<file path="src/rtl/rom_port_arbiter.sv">
// Round-robin arbiter sharing one combinational ROM read port between instruction fetch and debug.
// Granted byte addresses are range-checked; each port's response appears one cycle after its grant.
module rom_port_arbiter #(
  parameter int                  MEMORY_DEPTH = 64,
  parameter int                  DATA_WIDTH   = 32,
  parameter logic [DATA_WIDTH-1:0] BASE_ADDR  = 32'h0040_0000
) (
  input  logic                  clk,
  input  logic                  reset,
  input  logic                  fetch_req_i,
  input  logic [DATA_WIDTH-1:0] fetch_addr_i,
  output logic                  fetch_gnt_o,
  output logic                  fetch_rvalid_o,
  output logic [DATA_WIDTH-1:0] fetch_rdata_o,
  output logic                  fetch_err_o,
  input  logic                  dbg_req_i,
  input  logic [DATA_WIDTH-1:0] dbg_addr_i,
  output logic                  dbg_gnt_o,
  output logic                  dbg_rvalid_o,
  output logic [DATA_WIDTH-1:0] dbg_rdata_o,
  output logic                  dbg_err_o,
  output logic [DATA_WIDTH-1:0] rom_addr_o,
  input  logic [DATA_WIDTH-1:0] rom_data_i,
  output logic [7:0]            err_count_o
);

  localparam logic [DATA_WIDTH-1:0] LP_SPAN = DATA_WIDTH'(MEMORY_DEPTH) << 2;

  // Handshake: a requester holds req with a stable address; the request is consumed at the
  // rising edge where gnt is high, and rvalid/rdata/err are presented for exactly the next cycle.
  logic                  r_prio;
  logic                  r_fetch_rvalid;
  logic [DATA_WIDTH-1:0] r_fetch_rdata;
  logic                  r_fetch_err;
  logic                  r_dbg_rvalid;
  logic [DATA_WIDTH-1:0] r_dbg_rdata;
  logic                  r_dbg_err;
  logic [7:0]            r_err_count;

  logic                  w_fetch_gnt;
  logic                  w_dbg_gnt;
  logic [DATA_WIDTH-1:0] w_addr;
  logic [DATA_WIDTH-1:0] w_offset;
  logic                  w_legal;
  logic [DATA_WIDTH-1:0] w_rdata;

  always_comb begin
    w_fetch_gnt = !reset && fetch_req_i && (!dbg_req_i || !r_prio);
    w_dbg_gnt   = !reset && dbg_req_i && (!fetch_req_i || r_prio);
    if (w_fetch_gnt)
      w_addr = fetch_addr_i;
    else if (w_dbg_gnt)
      w_addr = dbg_addr_i;
    else
      w_addr = BASE_ADDR;
    // Compare the unshifted offset so an address far above the ROM cannot alias back into range.
    w_offset = w_addr - BASE_ADDR;
    w_legal  = (w_addr[1:0] == 2'b00) && (w_addr >= BASE_ADDR) && (w_offset < LP_SPAN);
    w_rdata  = w_legal ? rom_data_i : '0;
  end

  always_ff @(posedge clk) begin
    if (reset) begin
      r_prio         <= 1'b0;
      r_fetch_rvalid <= 1'b0;
      r_fetch_rdata  <= '0;
      r_fetch_err    <= 1'b0;
      r_dbg_rvalid   <= 1'b0;
      r_dbg_rdata    <= '0;
      r_dbg_err      <= 1'b0;
      r_err_count    <= 8'd0;
    end else begin
      r_fetch_rvalid <= w_fetch_gnt;
      r_dbg_rvalid   <= w_dbg_gnt;
      if (w_fetch_gnt) begin
        r_prio        <= 1'b1;
        r_fetch_rdata <= w_rdata;
        r_fetch_err   <= !w_legal;
      end
      if (w_dbg_gnt) begin
        r_prio      <= 1'b0;
        r_dbg_rdata <= w_rdata;
        r_dbg_err   <= !w_legal;
      end
      if ((w_fetch_gnt || w_dbg_gnt) && !w_legal && (r_err_count != 8'hFF))
        r_err_count <= r_err_count + 8'd1;
    end
  end

  assign fetch_gnt_o    = w_fetch_gnt;
  assign dbg_gnt_o      = w_dbg_gnt;
  assign rom_addr_o     = w_addr;
  assign fetch_rvalid_o = r_fetch_rvalid;
  assign fetch_rdata_o  = r_fetch_rdata;
  assign fetch_err_o    = r_fetch_err;
  assign dbg_rvalid_o   = r_dbg_rvalid;
  assign dbg_rdata_o    = r_dbg_rdata;
  assign dbg_err_o      = r_dbg_err;
  assign err_count_o    = r_err_count;

endmodule
</file>
<file path="config.mk">
export PLATFORM = sky130hd
export DESIGN_NAME = rom_port_arbiter
export DESIGN_NICKNAME = d
export VERILOG_FILES = /design/src/rtl/rom_port_arbiter.sv
export SDC_FILE = /design/constraint.sdc
export NUM_CORES = 1
export LEC_CHECK = 0
export CAP_MARGIN = 20
export CORE_MARGIN = 10
export CORE_UTILIZATION = 30
export DETAILED_ROUTE_END_ITERATION = 12
export DONT_BUFFER_PORTS = 1
export GPL_TIMING_DRIVEN = 0
export SYNTH_ARGS = -nofsm -noshare
export SYNTH_HDL_FRONTEND = slang
export SYNTH_SLANG_ARGS = --single-unit
</file>
<file path="constraint.sdc">
create_clock -name clk -period 2.95 [get_ports clk]
set_clock_uncertainty 0.2 [all_clocks]
set_input_delay 0.59 -clock clk [delete_from_list [all_inputs] [get_ports clk]]
set_output_delay 0.59 -clock clk [all_outputs]
set_load 0.05 [all_outputs]
</file>
* Word-level counts from Yosys, hierarchy flattened
Index checks and enable logic that the tools add are counted.
** Word-level totals
- Register bits after elaboration :: 77
- Input port bits :: 100
- Output and inout bits :: 110
- Logic and storage cells :: 34
** Operators by class
- $add $sub $neg :: 2
- Magnitude comparators :: 2
- Equality and inequality tests :: 1
- Muxes and demuxes :: 3
- Reductions and logical operators :: 18
** Operators by type and width (count)
- $mux 32 :: 3
- $ge 32x23->1 const B :: 1
- $lt 32x9->1 const B :: 1
- $sub 32x23->32 const B :: 1
- $add 8x1->8 const B :: 1
- $logic_and 1x1->1 :: 8
- $ne 8x8->1 const B :: 1
- $logic_not 1->1 :: 5
- $logic_or 1x1->1 :: 3
- $logic_not 2->1 :: 1
- $reduce_or 2->1 :: 1

* Longest topological paths before layout
- Depth in word-level cells :: 11
- Depth in mapped cells :: 10
- Gate-level depth less buffers :: 7

* Worst setup path before layout
No wires, ideal clock.
- Path type :: input to output
- Start point :: input reset
- End point :: output rom_addr_o[10]
- Arrival :: 2.386 ns
- Path slack :: -0.226 ns
- Stages on the path :: 6
- Cell sequence :: clkbuf_1 -> inv_2 -> nand2_1 -> clkinv_1 -> buf_1 -> a22o_1
** RTL lines
- from (decl) :: RTL line 9 : input logic reset,
- $logic_not 1->1 :: RTL line 48 : w_fetch_gnt = !reset && fetch_req_i && (!dbg_req_i || !r_prio);
- $logic_and 1x1->1 (2 in a row) :: RTL line 48
- via fetch_gnt_o :: RTL line 12 : output logic fetch_gnt_o,
- $mux 32 :: RTL line 50 : if (w_fetch_gnt)
- to (decl) :: RTL line 22 : output logic [DATA_WIDTH-1:0] rom_addr_o,
The timed path passes the listed nets, and every way through them passes these cells.

* Final worst setup path
- Start point :: register r_prio
- End point :: output rom_addr_o[30]
** On the way
- Word-level cells in the longest chain between the ends :: 4
** RTL lines
- from (decl) :: RTL line 31 : logic r_prio;
- from (signal assigned) :: RTL line 64 : r_prio <= 1'b0;
- from (signal assigned) :: RTL line 76 : r_prio <= 1'b1;
- from (signal assigned) :: RTL line 81 : r_prio <= 1'b0;
- $logic_or 1x1->1 or $logic_not 1->1 (tied branches) :: RTL line 49, 48
- $logic_and 1x1->1 or $logic_or 1x1->1 (tied branches) :: RTL line 49, 48
- $mux 32 or $logic_and 1x1->1 (tied branches) :: RTL line 52, 48
- $mux 32 * :: RTL line 50
Mark *: on every way between the ends. The rest lies on a longest branch, timed or not.

==> qor.yml <==
drt:
  drtIter0Drc: 158
  dr.pass1.iters: 4
  viasPerCell: 5.71
  drc: 0
  wirelength_um: 13400
  routedWlPerCell_um: 24.7
  route.vias.total: 3100
  ant_nets: 0
floorplan:
  row_count: 38
  die_w_um: 125
  dieArea_mm2: 0.0156
  dieHeight_um: 125
  start_util_pct: 30.6
  core_area_mm2: 0.0108
  ioPinCount: 210
critical_path:
  startpoint_type: "flip-flop"
  crit_fanout: 10
  arrival_ns: 2.04
  worst_ep_required_time_ns: 2.16
  endpoint_kind: "output port"
  path_class: "reg2out"
finish:
  syn2layout_area_growth_pct: 18.4
  finalNonFillerCells: 543
  layout-drive-gt1-share_pct: 16.6
  layout_commonest_cell: "dfxtp_1"
  num_antenna_cells: 0
  final_nets: 499
  layout_common_cells: "dfxtp_1 (77), nand3_1 (68), nand2_1 (42)"
  fillers: 1101
global_routing:
  antenna_found_initial: 0
  grt_max_degree: 14
  grt_pass1_wl_um: 19900
  grt_pass1_vias: 3170
  grt_usage_pct: 16.2
  grt_overflow_total: 0
synthesis:
  ys_warn_count: 0
  synth_cells: 386
  syn_nets: 487
  ys_types: 42
  syn_area_mm2: 0.00330
  avgSynthCellArea_um2: 8.55
  ys_seq_area_share_pct: 46.7
  yosys_register_bits: 77
sta:
  worst_pin_slew_ns: 0.909
  finalMaxSlewViolations: 0
  fin_crit_sh_pct: 95.9
  final-hold-violation-count: 0
  finalSetupViolCount: 0
  whs_ns: 0.187
  fin_tns_setup_ns: 0
  rsz0062_at_grt: "no"
  fin_ws_ns: 0.121
  max_freq_mhz: 353
  period_needed_ns: 2.83
  slew-limit-headroom_pct: 39.2
run_status:
  status: "finished clean"
clocking:
  clkTransAtPathRegs_ns: 0.09
  cts_buffer_depth: 2
  cts_hold_buf: 0
  cts_tree: "built"
  numCtsBuffers: 9
  cts-root-buf: "clkbuf_8"
  cts_sinks: 77
  worst_skew_pair.late_latency_ns: 0.35
  htree_num_levels: 3
power_and_ir_drop:
  ir_drop_mv: 0.311
  p_total_mw: 2.42
  power.leakage_nw: 1.34
  power.density_mw_per_mm2: 620
placement:
  gp_congestion: 0.771
  dp.cells: 526
  io_buffers: 0
  hpwl_um: 10800
  place_ws_ns: -0.618
job:
  maxCapViolCount: 0
hold_path:
  hp-class: "in2reg"
[final timing paths]
kind / slack [ns] / start / cells after the start / endpoint
worst min register to register: 0.42 / r_prio / 2 / r_prio
worst max-delay path: 0.12 / r_prio / 4 / rom_addr_o[30]
worst max register to register: 0.34 / r_prio / 10 / dbg_rdata_o[23]
worst min-delay path: 0.19 / rom_data_i[26] / 2 / dbg_rdata_o[26]
[synthesized netlist by cell type (all sizes together)]
cell type | number | area (um^2)
nor2 | 11 | 41.3
or4 | 3 | 22.5
a31oi | 3 | 18.8
ha | 1 | 12.5
or3 | 1 | 7.51
clkinv | 1 | 3.75
inv | 5 | 18.8
a21bo | 1 | 10.0
a21boi | 1 | 18.8
a21oi | 7 | 35.0
a211oi | 1 | 7.51
nor2b | 1 | 6.26
nand4b | 1 | 8.76
nor3 | 2 | 10.0
dfxtp | 77 | 1540
o2bb2ai | 1 | 8.76
nand4 | 3 | 18.8
nand3 | 69 | 345
or4b | 1 | 10.0
a2bb2oi | 1 | 15.0
or2b | 1 | 7.51
buf | 9 | 109
o311ai | 3 | 26.3
xnor2 | 1 | 8.76
clkbuf | 25 | 93.8
nor4 | 6 | 37.5
o41ai | 3 | 26.3
or3b | 1 | 8.76
a22o | 23 | 201
a41oi | 1 | 8.76
mux2i | 1 | 10.0
nand2 | 43 | 161
o21ai | 68 | 352
a32oi | 7 | 61.3
and3 | 2 | 12.5
nand2b | 1 | 13.8
[per-layer routing]
metal / track usage [%] / vias up / share of wire (%)
li1: - / 1448 / -
met1: 15.6 / 1474 / 36
met2: 29.9 / 166 / 52
met3: 7.45 / 12 / 11
met4: 5.08 / 0 / 1.2
met5: 0 / - / 0
[report_power, final]
group          switching [mW]  total [mW]  internal, mW
Combinational           0.283       0.398         0.115
Sequential              0.135        1.20          1.07
Clock                   0.408       0.819         0.411
Total                   0.826        2.42          1.60
[through the flow]
step	area (um^2)	util, %
after global routing	3910	36.2
final	3910	36.2
after floorplan	3300	-
after detailed placement	3480	32.2
after global placement	3480	32.2
after CTS	3800	35.2
[critical path, cell delays in order (launching register included)]
cell	delay, ns
dfxtp_1	0.42
nand2b_4	0.18
buf_6	0.15
a32oi_1	0.19
nor2_1	0.74
[what timing repair did]
action / CTS / global route
gates resized for setup: 39 / 18
setup buffers: 0 / 1
setup endpoints to repair: 96 / 23
[sequential cells by signal, summed over array words and instances (netlist names)]
name            cells
dbg_err_o           1
fetch_rvalid_o      1
dbg_rdata_o        32
err_count_o         8
dbg_rvalid_o        1
fetch_rdata_o      32
fetch_err_o         1
r_prio              1
[layout make-up]
| type | count | area, um^2 | area share, % |
|---|---|---|---|
| multi-input combinational | 269 | 1740 | 44.4 |
| inverter | 6 | 23.8 | 0.608 |
| sequential | 77 | 1540 | 39.4 |
| timing repair buffer | 1 | 7.51 | 0.192 |
| tap | 140 | 175 | 4.48 |
| clock inverter | 6 | 62.6 | 1.60 |
| buffer | 34 | 223 | 5.70 |
| clock buffer | 10 | 138 | 3.52 |
[logic make-up (layout without fill, tap and decap cells)]
group | after synthesis | count (layout) | share of synthesized area, %
multiplexers | 1 | 1 | 0.303
adder cells (fa/ha/maj) | 1 | 1 | 0.379
XOR/XNOR | 1 | 1 | 0.266
AND/OR/NAND/NOR | 146 | 146 | 21.6
buffers and inverters | 40 | 57 | 6.83
flip-flops | 77 | 77 | 46.7
AO/OA/AOI/OAI | 120 | 120 | 23.9
Power figures use the tool's default switching activity.
